[src/rtl/axi_arbiter_w.sv]
// rtl/axi_arbiter_w.sv - round-robin write-path arbiter for four AXI masters with stall watchdog
module axi_arbiter_w #(
  parameter int WDOG_CYCLES = 1024
) (
  input  logic ACLK,
  input  logic ARESETn,
  input  logic m0_AWVALID,
  input  logic m1_AWVALID,
  input  logic m2_AWVALID,
  input  logic m3_AWVALID,
  input  logic s_AWVALID,
  input  logic s_WVALID,
  input  logic s_WLAST,
  input  logic s_BREADY,
  input  logic m_AWREADY,
  input  logic m_WREADY,
  input  logic m_BVALID,
  output logic m0_wgrnt,
  output logic m1_wgrnt,
  output logic m2_wgrnt,
  output logic m3_wgrnt,
  output logic w_busy,
  output logic wdog_err
);
  localparam bit WDOG_EN = (WDOG_CYCLES > 0);
  localparam int CW = WDOG_EN ? $clog2(WDOG_CYCLES + 1) : 1;
  localparam logic [CW-1:0] WDOG_LAST = CW'(WDOG_EN ? WDOG_CYCLES - 1 : 0);

  typedef enum logic [1:0] {IDLE, XFER, RESP} state_t;

  state_t        r_state;
  logic [3:0]    r_grant;
  logic [1:0]    r_last;
  logic          r_aw_done;
  logic          r_w_done;
  logic          r_busy;
  logic          r_wdog_err;
  logic [CW-1:0] r_cnt;

  logic [3:0] w_req;
  logic [1:0] w_win_idx;
  logic       w_found;
  logic       w_aw_hs;
  logic       w_w_hs;
  logic       w_w_last_hs;
  logic       w_b_hs;
  logic       w_progress;
  logic       w_xfer_done;
  logic       w_wdog_hit;

  assign w_req       = {m3_AWVALID, m2_AWVALID, m1_AWVALID, m0_AWVALID};
  assign w_aw_hs     = s_AWVALID & m_AWREADY;
  assign w_w_hs      = s_WVALID & m_WREADY;
  assign w_w_last_hs = w_w_hs & s_WLAST;
  assign w_b_hs      = m_BVALID & s_BREADY;
  assign w_progress  = w_aw_hs | w_w_hs | w_b_hs;
  assign w_xfer_done = (r_aw_done | w_aw_hs) & (r_w_done | w_w_last_hs);
  // The increment that would reach WDOG_CYCLES releases the grant instead.
  assign w_wdog_hit  = WDOG_EN && !w_progress && (r_cnt == WDOG_LAST);

  always_comb begin
    w_win_idx = r_last;
    w_found   = 1'b0;
    for (int i = 1; i <= 4; i++) begin
      if (!w_found && w_req[r_last + 2'(i)]) begin
        w_win_idx = r_last + 2'(i);
        w_found   = 1'b1;
      end
    end
  end

  always_ff @(posedge ACLK or negedge ARESETn) begin
    if (!ARESETn) begin
      r_state    <= IDLE;
      r_grant    <= 4'b0000;
      r_last     <= 2'd3;
      r_aw_done  <= 1'b0;
      r_w_done   <= 1'b0;
      r_busy     <= 1'b0;
      r_wdog_err <= 1'b0;
      r_cnt      <= '0;
    end else begin
      r_wdog_err <= 1'b0;
      unique case (r_state)
        IDLE: begin
          if (|w_req) begin
            r_grant   <= 4'b0001 << w_win_idx;
            r_busy    <= 1'b1;
            r_last    <= w_win_idx;
            r_aw_done <= 1'b0;
            r_w_done  <= 1'b0;
            r_cnt     <= '0;
            r_state   <= XFER;
          end
        end
        XFER, RESP: begin
          if (w_aw_hs)     r_aw_done <= 1'b1;
          if (w_w_last_hs) r_w_done  <= 1'b1;
          r_cnt <= w_progress ? '0 : r_cnt + CW'(1);
          // A response that lands in the same cycle as AW/W completion closes the transaction at once.
          if ((r_state == RESP || w_xfer_done) && w_b_hs) begin
            r_grant <= 4'b0000;
            r_busy  <= 1'b0;
            r_cnt   <= '0;
            r_state <= IDLE;
          end else if (r_state == XFER && w_xfer_done) begin
            r_state <= RESP;
          end else if (w_wdog_hit) begin
            r_grant    <= 4'b0000;
            r_busy     <= 1'b0;
            r_cnt      <= '0;
            r_wdog_err <= 1'b1;
            r_state    <= IDLE;
          end
        end
        default: r_state <= IDLE;
      endcase
    end
  end

  assign m0_wgrnt = r_grant[0];
  assign m1_wgrnt = r_grant[1];
  assign m2_wgrnt = r_grant[2];
  assign m3_wgrnt = r_grant[3];
  assign w_busy   = r_busy;
  assign wdog_err = r_wdog_err;

endmodule
[config.mk]
export PLATFORM = sky130hd
export DESIGN_NAME = axi_arbiter_w
export DESIGN_NICKNAME = d
export VERILOG_FILES = /design/src/rtl/axi_arbiter_w.sv
export SDC_FILE = /design/constraint.sdc
export NUM_CORES = 1
export LEC_CHECK = 0
export ABC_AREA = 1
export CAP_MARGIN = 10
export CORE_MARGIN = 3
export CORE_UTILIZATION = 60
export CTS_BUF_LIST = sky130_fd_sc_hd__clkbuf_4 sky130_fd_sc_hd__clkbuf_8
export CTS_CLUSTER_DIAMETER = 200
export DETAILED_ROUTE_END_ITERATION = 7
export PLACE_DENSITY = 0.95
export SLEW_MARGIN = 20
export SYNTH_ARGS = -nofsm -noshare
export SYNTH_HDL_FRONTEND = slang
export SYNTH_SLANG_ARGS = --single-unit
export TNS_END_PERCENT = 1
[constraint.sdc]
create_clock -name ACLK -period 4.9 [get_ports ACLK]
set_input_delay 0.98 -clock ACLK [delete_from_list [all_inputs] [get_ports ACLK]]
set_output_delay 0.98 -clock ACLK [all_outputs]
set_load 0.05 [all_outputs]
After elaboration in Yosys (flattened, before gate mapping)
Index checks and enable logic that the tools add are counted.
{ "op_classes": {"shift": 1, "n_eq_ne": 9, "n_reduce_logical": 21, "n_div": 0, "mul": 0, "bitwise": 9, "order_cmp": 4, "add_sub_neg": 4, "muxes": 45} }
{ "op_table": {"columns": ["operator", "count"], "rows": [
  ["two-way mux 11 bit", 5],
  ["case mux 11 bit (2 select lines)", 1],
  ["two-way mux 1 bit", 18],
  ["two-way mux 2 bit", 8],
  ["two-way mux 4 bit", 4],
  ["less-than comparator 2 x 3 -> 1 bit (second input constant)", 4],
  ["adder 11 x 1 -> 11 bit (second input constant)", 1],
  ["== test 11 x 10 -> 1 bit (second input constant)", 1],
  ["binary-select mux 1 bit (select 2 bit)", 4],
  ["case mux 4 bit (2 select lines)", 1],
  ["logical AND 1 bit", 6],
  ["!= test 2 bit (second input constant)", 3],
  ["!= test 3 bit (second input constant)", 2],
  ["case mux 1 bit (2 select lines)", 3],
  ["AND reduction 2 bit", 3],
  ["AND reduction 3 bit", 2],
  ["AND 1 bit", 5],
  ["adder 2 bit (second input constant)", 2],
  ["zero test 1 bit", 4],
  ["!= test 4 bit (second input constant)", 1],
  ["OR 1 bit", 4],
  ["case mux 2 bit (2 select lines)", 1],
  ["AND reduction 4 bit", 1],
  ["OR reduction 4 bit", 1],
  ["other kinds (8)", 8]
]} }
{ "totals": {"rom_bits": 0, "ram_bits": 0, "latch_bits": 0, "memories": 0, "regBits": 23, "in_bits": 13, "output_inout_bits": 6} }

Logic depth before layout (Yosys ltp)
Gate-level depths: netlist of run 1.
{ "depth": {"word_depth": 16, "depth_mapped": 13, "depth_no_buf": 12} }

Least setup slack after synthesis of run 1
No wires, ideal clock.
{ "synth_timing": {"path_type": "input to register", "startpoint": "input port s_AWVALID", "endpoint": "register r_cnt[10]", "stages": 10, "t_required_ns": 4.771, "setup_time_ns": 0.129, "setup_slack_ns": 2.960, "t_arrival_ns": 1.812, "path_buffers": 0, "cell_sequence": "nand2_1 -> inv_1 -> o21ai_0 -> inv_1 -> nand2_1 -> nand2_1 -> nand2_1 -> inv_1 -> nand2_1 -> a21oi_1"} }
{ "synth_between": {"elab_chain_len": 9} }
{ "synth_lines": {"columns": ["item", "line_no", "source"], "rows": [
  ["start: declaration", "11", "input logic s_AWVALID,"],
  ["AND 1 bit (*)", "52", "assign w_aw_hs = s_AWVALID & m_AWREADY;"],
  ["OR 1 bit (2 in a row)", "56", "assign w_progress = w_aw_hs | w_w_hs | w_b_hs;"],
  ["zero test 1 bit", "59", "assign w_wdog_hit = WDOG_EN && !w_progress && (r_cnt == WDOG_LAST);"],
  ["logical AND 1 bit", "59", null],
  ["two-way mux 11 bit", "108", "end else if (w_wdog_hit) begin"],
  ["two-way mux 11 bit", "106", "end else if (r_state == XFER && w_xfer_done) begin"],
  ["two-way mux 11 bit (*)", "101", "if ((r_state == RESP || w_xfer_done) && w_b_hs) begin"],
  ["case mux 11 bit (2 select lines) (*)", "84", "unique case (r_state)"],
  ["end signal: assignment", "99", "r_cnt <= w_progress ? '0 : r_cnt + CW'(1);"],
  ["end: declaration", "38", "logic [CW-1:0] r_cnt;"]
]} }
Mark *: on every way between the ends. The rest lies on a longest branch, timed or not.
A chain may end at the register's enable or synchronous reset.

Final worst setup path of run 1
{ "layout_timing": {"startpoint": "register r_grant[0]", "endpoint": "output port m0_wgrnt"} }
{ "layout_lines": {"columns": ["item", "line_no", "source"], "rows": [
  ["start: declaration", "32", "logic [3:0] r_grant;"],
  ["start signal: assignment", "87", "r_grant <= 4'b0001 << w_win_idx;"],
  ["end: declaration", "18", "output logic m0_wgrnt,"]
]} }
No word-level cell between the ends.

==> results.sh, run 1 <==
export IMPL_clk_latency_ns=0.31
export IMPL_diodes=0
export IMPL_power_frac_clock_pct=9.2
export IMPL_yosysUniqueCellTypes=28
export IMPL_clock_sinks=23
export IMPL_vias=1397
export IMPL_ctsHoldBuffers=0
export IMPL_endpoint_kind="primary output"
export IMPL_rsz0062_at_grt="false"
export IMPL_antenna_found_initial=0
export IMPL_arrival_ns=1.49
export IMPL_grt_overflow=0
export IMPL_grt_first_pass_wirelength_mm=5.36
export IMPL_status="completed"
export IMPL_die_w_um=56.2
export IMPL_synth_cell_area_um2=1510
export IMPL_switching_share_pct=52.3
export IMPL_synth_seq_cells=23
export IMPL_fin_area_um2=1730
export IMPL_hold_path_class="reg -> reg"
export IMPL_power_density_nw_per_um2=565
export IMPL_clk_pin_slew_worst_paths_ns=0.13
export IMPL_path_buf_inv=1
export IMPL_die_area_um2=3160
export IMPL_critPathRequiredTime_ns=3.92
export IMPL_dp_hpwl_mm=2.34
export IMPL_seq_power_share_pct=30.0
export IMPL_layout_commonest_cell="nand2_1"
export IMPL_yosysTopAreaCell="dfrtp_1"
export IMPL_slew_headroom_pct=61.6
export IMPL_final_nets=254
export IMPL_yosysTopAreaCellShare_pct=34.8
export IMPL_yosys_warnings=0
export IMPL_syn_nets=233
export IMPL_crit_fanout=2
export IMPL_setup_tns_ns=0
export IMPL_final_max_slew_violation_count=0
export IMPL_synth_cells=216
export IMPL_start_kind="register"
export IMPL_htreeDepth=1
export IMPL_cts_resized=0
export IMPL_seqCellArea_um2=578
export IMPL_fill_cells=158
export IMPL_placed_area_um2=1710
export IMPL_routed_wl_mm=3.06
export IMPL_place_gp_congestion=0.831
export IMPL_cts_root_buf="clkbuf_4"
export IMPL_fp_dieH_um=56.2
export IMPL_num_rows=17
export IMPL_layout_area_overhead_vs_synth_pct=14.5
export IMPL_slowest_stage="clkdlybuf4s50_1"
export IMPL_tightest_slew_ns=0.572
export IMPL_hold_violations=0
export IMPL_grt_max_degree=24
export IMPL_cts_tree="built"
export IMPL_grt_pass1_vias=1251
export IMPL_numCtsBuffers=3
export IMPL_cp_slowest_stage_delay_ns=0.81
export IMPL_layout_drive_gt1_share_pct=9.32
export IMPL_io_pins=19
export IMPL_fp_coreArea_um2=2300
export IMPL_power_switching_mw=0.511
export IMPL_drc=0
export IMPL_crit_chain="clkdlybuf4s50_1"
export IMPL_synth_seq_area_share_pct=38.2
export IMPL_multiInputGateArea_um2=823
export IMPL_setup_viol_count_final=0
export IMPL_first_iter_violations=75
export IMPL_critPathTopFamily="buffers and inverters"
export IMPL_period_needed_ns=2.47
export IMPL_skew_ns=0.00654
export IMPL_vias_per_cell=5.29
export IMPL_ir_worst_vdd_uv=581
export IMPL_p_int_mw=0.466
export IMPL_clock_path_buffers=2
export IMPL_synthTopCellsByArea="dfrtp_1, nand2_1, nand3_1"
export IMPL_fin_crit_sh_pct=50.4
export IMPL_cts_setup_buffers=0
export IMPL_wl_per_cell_um=11.6
export IMPL_mostFrequentLayoutCells="nand2_1, dfrtp_1, inv_1"
export IMPL_port_buffers=18
export IMPL_syn_avg_cell_area_um2=7.00
export IMPL_comb_power_share_pct=60.8
export IMPL_first_pass_iters=4
export IMPL_grt_use_total_pct=20.9
export IMPL_start_util_pct=65.8
export IMPL_ant_nets=0
export IMPL_fmax_mhz=405
export IMPL_critical_path_class="reg -> out"
export IMPL_max_cap_viol_count=0
export IMPL_power_leakage_nw=0.888
-- cell type report --
cell class,count,share of cell area [%]
Clock buffer,3,1.30
Clock inverter,1,0.289
Inverter,23,5.28
Multi-Input combinational cell,168,47.6
Sequential cell,23,33.4
Tap cell,28,2.02
Timing Repair Buffer,18,10.1
-- metal layers --
layer / global-route usage (%) / part of all wire, % / vias up
met5: 0 / 0 / -
met4: 6.78 / 0.92 / 0
met3: 2.55 / 6.0 / 4
met2: 29.9 / 43 / 50
met1: 32.6 / 51 / 619
li1: - / - / 724
-- synth_stat cells --
master / count
a21oi_1: 10
a21oi_2: 1
a221oi_1: 1
buf_4: 1
buf_6: 1
dfrtp_1: 21
dfstp_2: 2
ha_1: 4
inv_1: 20
inv_2: 2
inv_6: 1
nand2_1: 82
nand2_2: 6
nand2_4: 2
nand3_1: 18
nand3b_1: 1
nand4_1: 3
nor2_1: 16
nor2_2: 2
nor3_1: 2
o21a_1: 2
o21ai_0: 7
o21ai_1: 1
o21ai_2: 1
o21bai_1: 1
or2_0: 1
xnor2_1: 1
xor2_1: 6
-- flip-flops by register name (all words and copies together) (netlist names) --
register   flops
w_busy         1
r_state        2
wdog_err       1
r_w_done       1
r_grant        4
r_last         2
r_cnt         11
r_aw_done      1
-- power groups by stage --
stage	clock (mW)	sequential (mW)	combinational, mW
2_1_floorplan	0	0.332	0.435
3_3_place_gp	0	0.295	0.580
3_5_place_dp	0	0.295	0.589
4_1_cts	0.0913	0.293	0.593
5_1_grt	0.0991	0.301	0.669
6_report	0.0895	0.293	0.595
-- logic make-up after synthesis --
family / count (synthesis) / share of synthesized area, %
and+or+nand+nor: 133 / 37.9
xor gates and xnor gates: 7 / 4.06
AOI/OAI and AO/OA: 24 / 9.19
DFF: 23 / 38.2
buffers and inverters: 25 / 7.29
adders and majority gates: 4 / 3.31
-- final timing paths --
check,startpoint,endpoint,slack (ns),cells after the start
setup reg to reg,r_state[1]$_DFFE_PN0P_,r_cnt[1]$_DFFE_PN0P_,2.98,8
max in group asynchronous,ARESETn,r_last[0]$_DFFE_PN1P_,3.92,1
min in group asynchronous,ARESETn,r_cnt[6]$_DFFE_PN0P_,0.62,1
hold / removal,w_busy$_DFFE_PN0P_,w_busy$_DFFE_PN0P_,0.49,2
hold reg to reg,w_busy$_DFFE_PN0P_,w_busy$_DFFE_PN0P_,0.49,2
setup / recovery,r_grant[0]$_DFFE_PN0P_,m0_wgrnt,2.43,1
-- per-stage QoR --
step           total power, mW  utilization (%)  hold WS [ns]  setup slack, ns  std cells
6_report                 0.977             75.3         0.485             2.43        264
2_1_floorplan            0.767                -         0.459             2.96        216
3_5_place_dp             0.885             74.3         0.465             2.24        260
3_3_place_gp             0.875             74.3         0.455             2.30        260
4_1_cts                  0.977             75.5         0.494             2.42        264
5_1_grt                   1.07             75.3         0.519             2.38        264
(Power assumes the default switching activity.)
==> run 2, diff against run 1 <==
Settings changed: CORE_UTILIZATION 60 to 51, PLACE_DENSITY 0.95 to 0.87.
Clock period 4.9 ns to 2.05 ns, I/O delays scaled along.
==> results.sh, run 2 (same netlist as run 1, synthesis figures left out) <==
export IMPL_status="completed"
export IMPL_ctsHoldBuffers=0
export IMPL_die_area_um2=3650
export IMPL_layout_drive_gt1_share_pct=12.7
export IMPL_final_util_pct=65.0
export IMPL_clock_sinks=23
export IMPL_cts_root_buf="clkbuf_4"
export IMPL_routed_wl_mm=3.02
export IMPL_critical_path_class="reg -> out"
export IMPL_fin_area_um2=1810
export IMPL_layout_commonest_cell="nand2_1"
export IMPL_placed_area_um2=1780
export IMPL_ant_nets=0
export IMPL_first_pass_iters=4
export IMPL_arrival_ns=1.48
export IMPL_wl_per_cell_um=10.9
export IMPL_clock_path_buffers=2
export IMPL_grt_pass1_vias=1290
export IMPL_final_nets=263
export IMPL_fill_cells=245
export IMPL_cts_tree="built"
export IMPL_setup_viol_count_final=0
export IMPL_fin_crit_sh_pct=92.0
export IMPL_fp_coreArea_um2=2780
export IMPL_final_max_slew_violation_count=0
export IMPL_vias=1430
export IMPL_fmax_mhz=530
export IMPL_numCtsBuffers=3
export IMPL_place_gp_congestion=0.907
export IMPL_io_pins=19
export IMPL_power_leakage_nw=0.931
export IMPL_path_buf_inv=1
export IMPL_die_w_um=60.4
export IMPL_dp_hpwl_mm=2.44
export IMPL_tightest_slew_ns=0.495
export IMPL_skew_ns=0.0158
export IMPL_multiInputGateArea_um2=826
export IMPL_endpoint_kind="primary output"
export IMPL_setup_tns_ns=0
export IMPL_clk_latency_ns=0.31
export IMPL_crit_chain="clkdlybuf4s50_1"
export IMPL_top_register="r_cnt"
export IMPL_critPathTopFamily="buffers and inverters"
export IMPL_grt_use_total_pct=18.4
export IMPL_ir_worst_vdd_uv=1140
export IMPL_first_iter_violations=65
export IMPL_period_needed_ns=1.89
export IMPL_power_density_nw_per_um2=1350
export IMPL_slew_headroom_pct=66.9
export IMPL_grt_max_degree=24
export IMPL_num_rows=19
export IMPL_largest_reg_flops=11
export IMPL_diodes=0
export IMPL_finalPower_mw=2.43
export IMPL_hold_violations=0
export IMPL_mostFrequentLayoutCells="nand2_1, dfrtp_1, inv_1"
export IMPL_start_util_pct=54.3
export IMPL_fp_dieH_um=60.4
export IMPL_start_kind="register"
export IMPL_cp_slowest_stage_delay_ns=0.81
export IMPL_port_buffers=18
export IMPL_hold_path_class="in -> async"
export IMPL_reg_top3="r_cnt (11), r_grant (4)"
export IMPL_clk_pin_slew_worst_paths_ns=0.13
export IMPL_critPathRequiredTime_ns=1.64
export IMPL_grt_overflow=0
export IMPL_slowest_stage="clkdlybuf4s50_1"
export IMPL_antenna_found_initial=0
export IMPL_grt_first_pass_wirelength_mm=5.22
export IMPL_htreeDepth=1
export IMPL_hold_ws_ns=0.418
export IMPL_rsz0062_at_grt="false"
export IMPL_drc=0
export IMPL_layout_area_overhead_vs_synth_pct=19.7
export IMPL_vias_per_cell=5.18
export IMPL_max_cap_viol_count=0
export IMPL_seqCellArea_um2=578
export IMPL_crit_fanout=2
-- run 2: cell type report --
class,instances,area share [%]
Multi-Input combinational cell,168,45.6
Clock inverter,1,0.277
Timing Repair Buffer,27,13.7
Sequential cell,23,32.0
Clock buffer,3,1.24
Tap cell,31,2.14
Inverter,23,5.05
-- run 2: power breakdown --
part	switching (mW)	internal, mW
Clock	0.131	0.0729
Combinational	0.981	0.541
Sequential	0.119	0.589
Total	1.23	1.20
-- run 2: routing by layer --
layer	routed length, µm	part of all wire, %	global-route usage (%)	vias up
li1	-	-	-	748
met1	1450	48	24.4	644
met2	1400	47	32.3	34
met3	138	4.6	1.28	4
met4	25	0.83	5.57	0
met5	0	0	0	-
-- run 2: what timing repair did --
item,in CTS,in global routing
setup endpoints to repair,0,4
resized for setup,0,1
endpoints found under the hold margin,0,0
buffers inserted,0,0
-- run 2: path summary, 6_finish.rpt --
kind | startpoint | to | slack [ns] | cells past startpoint
max in group asynchronous | ARESETn | r_last[0]$_DFFE_PN1P_ | 1.33 | 2
min in group ACLK | w_busy$_DFFE_PN0P_ | w_busy$_DFFE_PN0P_ | 0.49 | 2
worst max register to register | r_cnt[0]$_DFFE_PN0P_ | r_cnt[2]$_DFFE_PN0P_ | 0.24 | 10
worst max-delay path | r_grant[2]$_DFFE_PN0P_ | m2_wgrnt | 0.16 | 1
worst min register to register | w_busy$_DFFE_PN0P_ | w_busy$_DFFE_PN0P_ | 0.49 | 2
worst min-delay path | ARESETn | r_cnt[7]$_DFFE_PN0P_ | 0.42 | 2
-- run 2: metrics by stage --
stage | std cells | worst slack (ns)
global placement | 272 | 0.129
floorplan | 216 | 0.514
global route | 276 | 0.0250
detailed placement | 272 | 0.0533
CTS | 276 | 0.145
finish | 276 | 0.163
==> run 3, diff against run 2 <==
Settings changed: CORE_UTILIZATION 51 to 45, PLACE_DENSITY 0.87 to 0.8.
==> results.sh, run 3 (same netlist as run 1, synthesis figures left out) <==
export IMPL_status="completed"
export IMPL_die_w_um=64.0
export IMPL_crit_chain="clkdlybuf4s50_1"
export IMPL_critPathTopFamily="buffers and inverters"
export IMPL_clk_latency_ns=0.32
export IMPL_diodes=0
export IMPL_top_register="r_cnt"
export IMPL_fmax_mhz=519
export IMPL_grt_pass1_vias=1341
export IMPL_p_int_mw=1.25
export IMPL_power_frac_clock_pct=9.4
export IMPL_clock_sinks=23
export IMPL_place_gp_congestion=0.888
export IMPL_clock_path_buffers=2
export IMPL_rsz0062_at_grt="false"
export IMPL_htreeDepth=1
export IMPL_start_util_pct=48.3
export IMPL_layout_area_overhead_vs_synth_pct=21.9
export IMPL_critPathRequiredTime_ns=1.64
export IMPL_vias=1407
export IMPL_instances_no_fill=291
export IMPL_first_iter_violations=85
export IMPL_hold_path_class="in -> async"
export IMPL_die_area_um2=4090
export IMPL_cts_resized=0
export IMPL_io_pins=19
export IMPL_max_cap_viol_count=0
export IMPL_finalPower_mw=2.52
export IMPL_switching_share_pct=50.2
export IMPL_skew_ns=0.00525
export IMPL_path_buf_inv=1
export IMPL_final_nets=265
export IMPL_seqCellArea_um2=579
export IMPL_antenna_found_initial=0
export IMPL_numCtsBuffers=3
export IMPL_endpoint_kind="primary output"
export IMPL_port_buffers=18
export IMPL_slowest_stage="clkdlybuf4s50_1"
export IMPL_ir_worst_vdd_uv=735
export IMPL_grt_first_pass_wirelength_mm=5.83
export IMPL_cts_tree="built"
export IMPL_num_rows=20
export IMPL_cts_root_buf="clkbuf_4"
export IMPL_seq_power_share_pct=28.1
export IMPL_final_max_slew_violation_count=0
export IMPL_layout_drive_gt1_share_pct=13.4
export IMPL_comb_power_share_pct=62.6
export IMPL_r2r_cells=10
export IMPL_r2r_end="r_cnt[2]$_DFFE_PN0P_"
export IMPL_power_density_nw_per_um2=1370
export IMPL_multiInputGateArea_um2=823
export IMPL_start_kind="register"
export IMPL_critical_path_class="reg -> out"
export IMPL_power_switching_mw=1.26
export IMPL_layout_commonest_cell="nand2_1"
export IMPL_setup_slack_ns=0.124
export IMPL_power_leakage_nw=0.940
export IMPL_clk_pin_slew_worst_paths_ns=0.13
export IMPL_ctsHoldBuffers=0
export IMPL_arrival_ns=1.52
export IMPL_largest_reg_flops=11
export IMPL_grt_use_total_pct=17.3
export IMPL_vias_per_cell=4.84
export IMPL_routed_wl_mm=3.18
export IMPL_dp_cells=287
export IMPL_fin_area_um2=1840
export IMPL_fill_cells=305
export IMPL_cp_slowest_stage_delay_ns=0.81
export IMPL_grt_overflow=0
export IMPL_r2r_start="r_state[1]$_DFFE_PN0P_"
export IMPL_post_place_ws_ns=0.0727
export IMPL_drc=0
export IMPL_placed_area_um2=1810
export IMPL_cts_setup_buffers=0
export IMPL_fin_crit_sh_pct=94.0
export IMPL_ant_nets=0
export IMPL_grt_max_degree=24
export IMPL_setup_viol_count_final=0
export IMPL_dp_hpwl_mm=2.54
export IMPL_hold_violations=0
export IMPL_period_needed_ns=1.93
export IMPL_slew_headroom_pct=66.3
export IMPL_first_pass_iters=4
export IMPL_crit_fanout=2
export IMPL_fp_coreArea_um2=3130
export IMPL_tightest_slew_ns=0.504
export IMPL_fp_dieH_um=64.0
export IMPL_wl_per_cell_um=10.9
export IMPL_setup_tns_ns=0
export IMPL_mostFrequentLayoutCells="nand2_1, inv_1, dfrtp_1"
export IMPL_reg_top3="r_cnt (11), r_grant (4)"
export IMPL_regToRegSetupSlack_ns=0.22
[run 3: per-layer routing]
metal | vias to the layer above | track usage (%) | part of all wire (%)
met4 | 0 | 4.85 | 1.2
met2 | 36 | 27.6 | 43
li1 | 747 | - | -
met5 | - | 0 | 0
met1 | 619 | 24.2 | 51
met3 | 5 | 2.46 | 4.8
[run 3: layout make-up]
cell class                      instances  share of cell area [%]
Clock buffer                            4                    1.63
Inverter                               23                    4.96
Multi-Input combinational cell        168                    44.7
Sequential cell                        23                    31.5
Tap cell                               44                    2.99
Timing Repair Buffer                   29                    14.3
[run 3: power by group through the flow]
stage / Sequential [mW] / Clock (mW) / Combinational, mW
after floorplan: 0.793 / 0 / 1.04
after global placement: 0.711 / 0 / 1.54
after detailed placement: 0.713 / 0 / 1.57
after CTS: 0.705 / 0.241 / 1.57
after global routing: 0.731 / 0.253 / 1.78
final: 0.706 / 0.236 / 1.57
[run 3: worst max path at each step]
stage                                      start                    to  slack, ns  depth (start not counted)
final                     r_grant[2]$_DFFE_PN0P_              m2_wgrnt       0.12                          1
after global routing        r_cnt[0]$_DFFE_PN0P_  r_cnt[2]$_DFFE_PN0P_       0.04                         10
after detailed placement                s_WVALID  r_cnt[2]$_DFFE_PN0P_       0.07                         11
after floorplan           r_state[0]$_DFFE_PN0P_  r_cnt[6]$_DFFE_PN0P_       0.51                          8
after CTS                 r_grant[2]$_DFFE_PN0P_              m2_wgrnt       0.10                          1
after global placement                m1_AWVALID  r_cnt[2]$_DFFE_PN0P_       0.13                          9
[run 3: per-stage QoR]
| step | hold slack [ns] | util, % |
|---|---|---|
| floorplan | 0.114 | - |
| global placement | 0.453 | 57.9 |
| detailed placement | 0.466 | 57.9 |
| CTS | 0.433 | 58.8 |
| global route | 0.450 | 58.9 |
| finish | 0.421 | 58.9 |
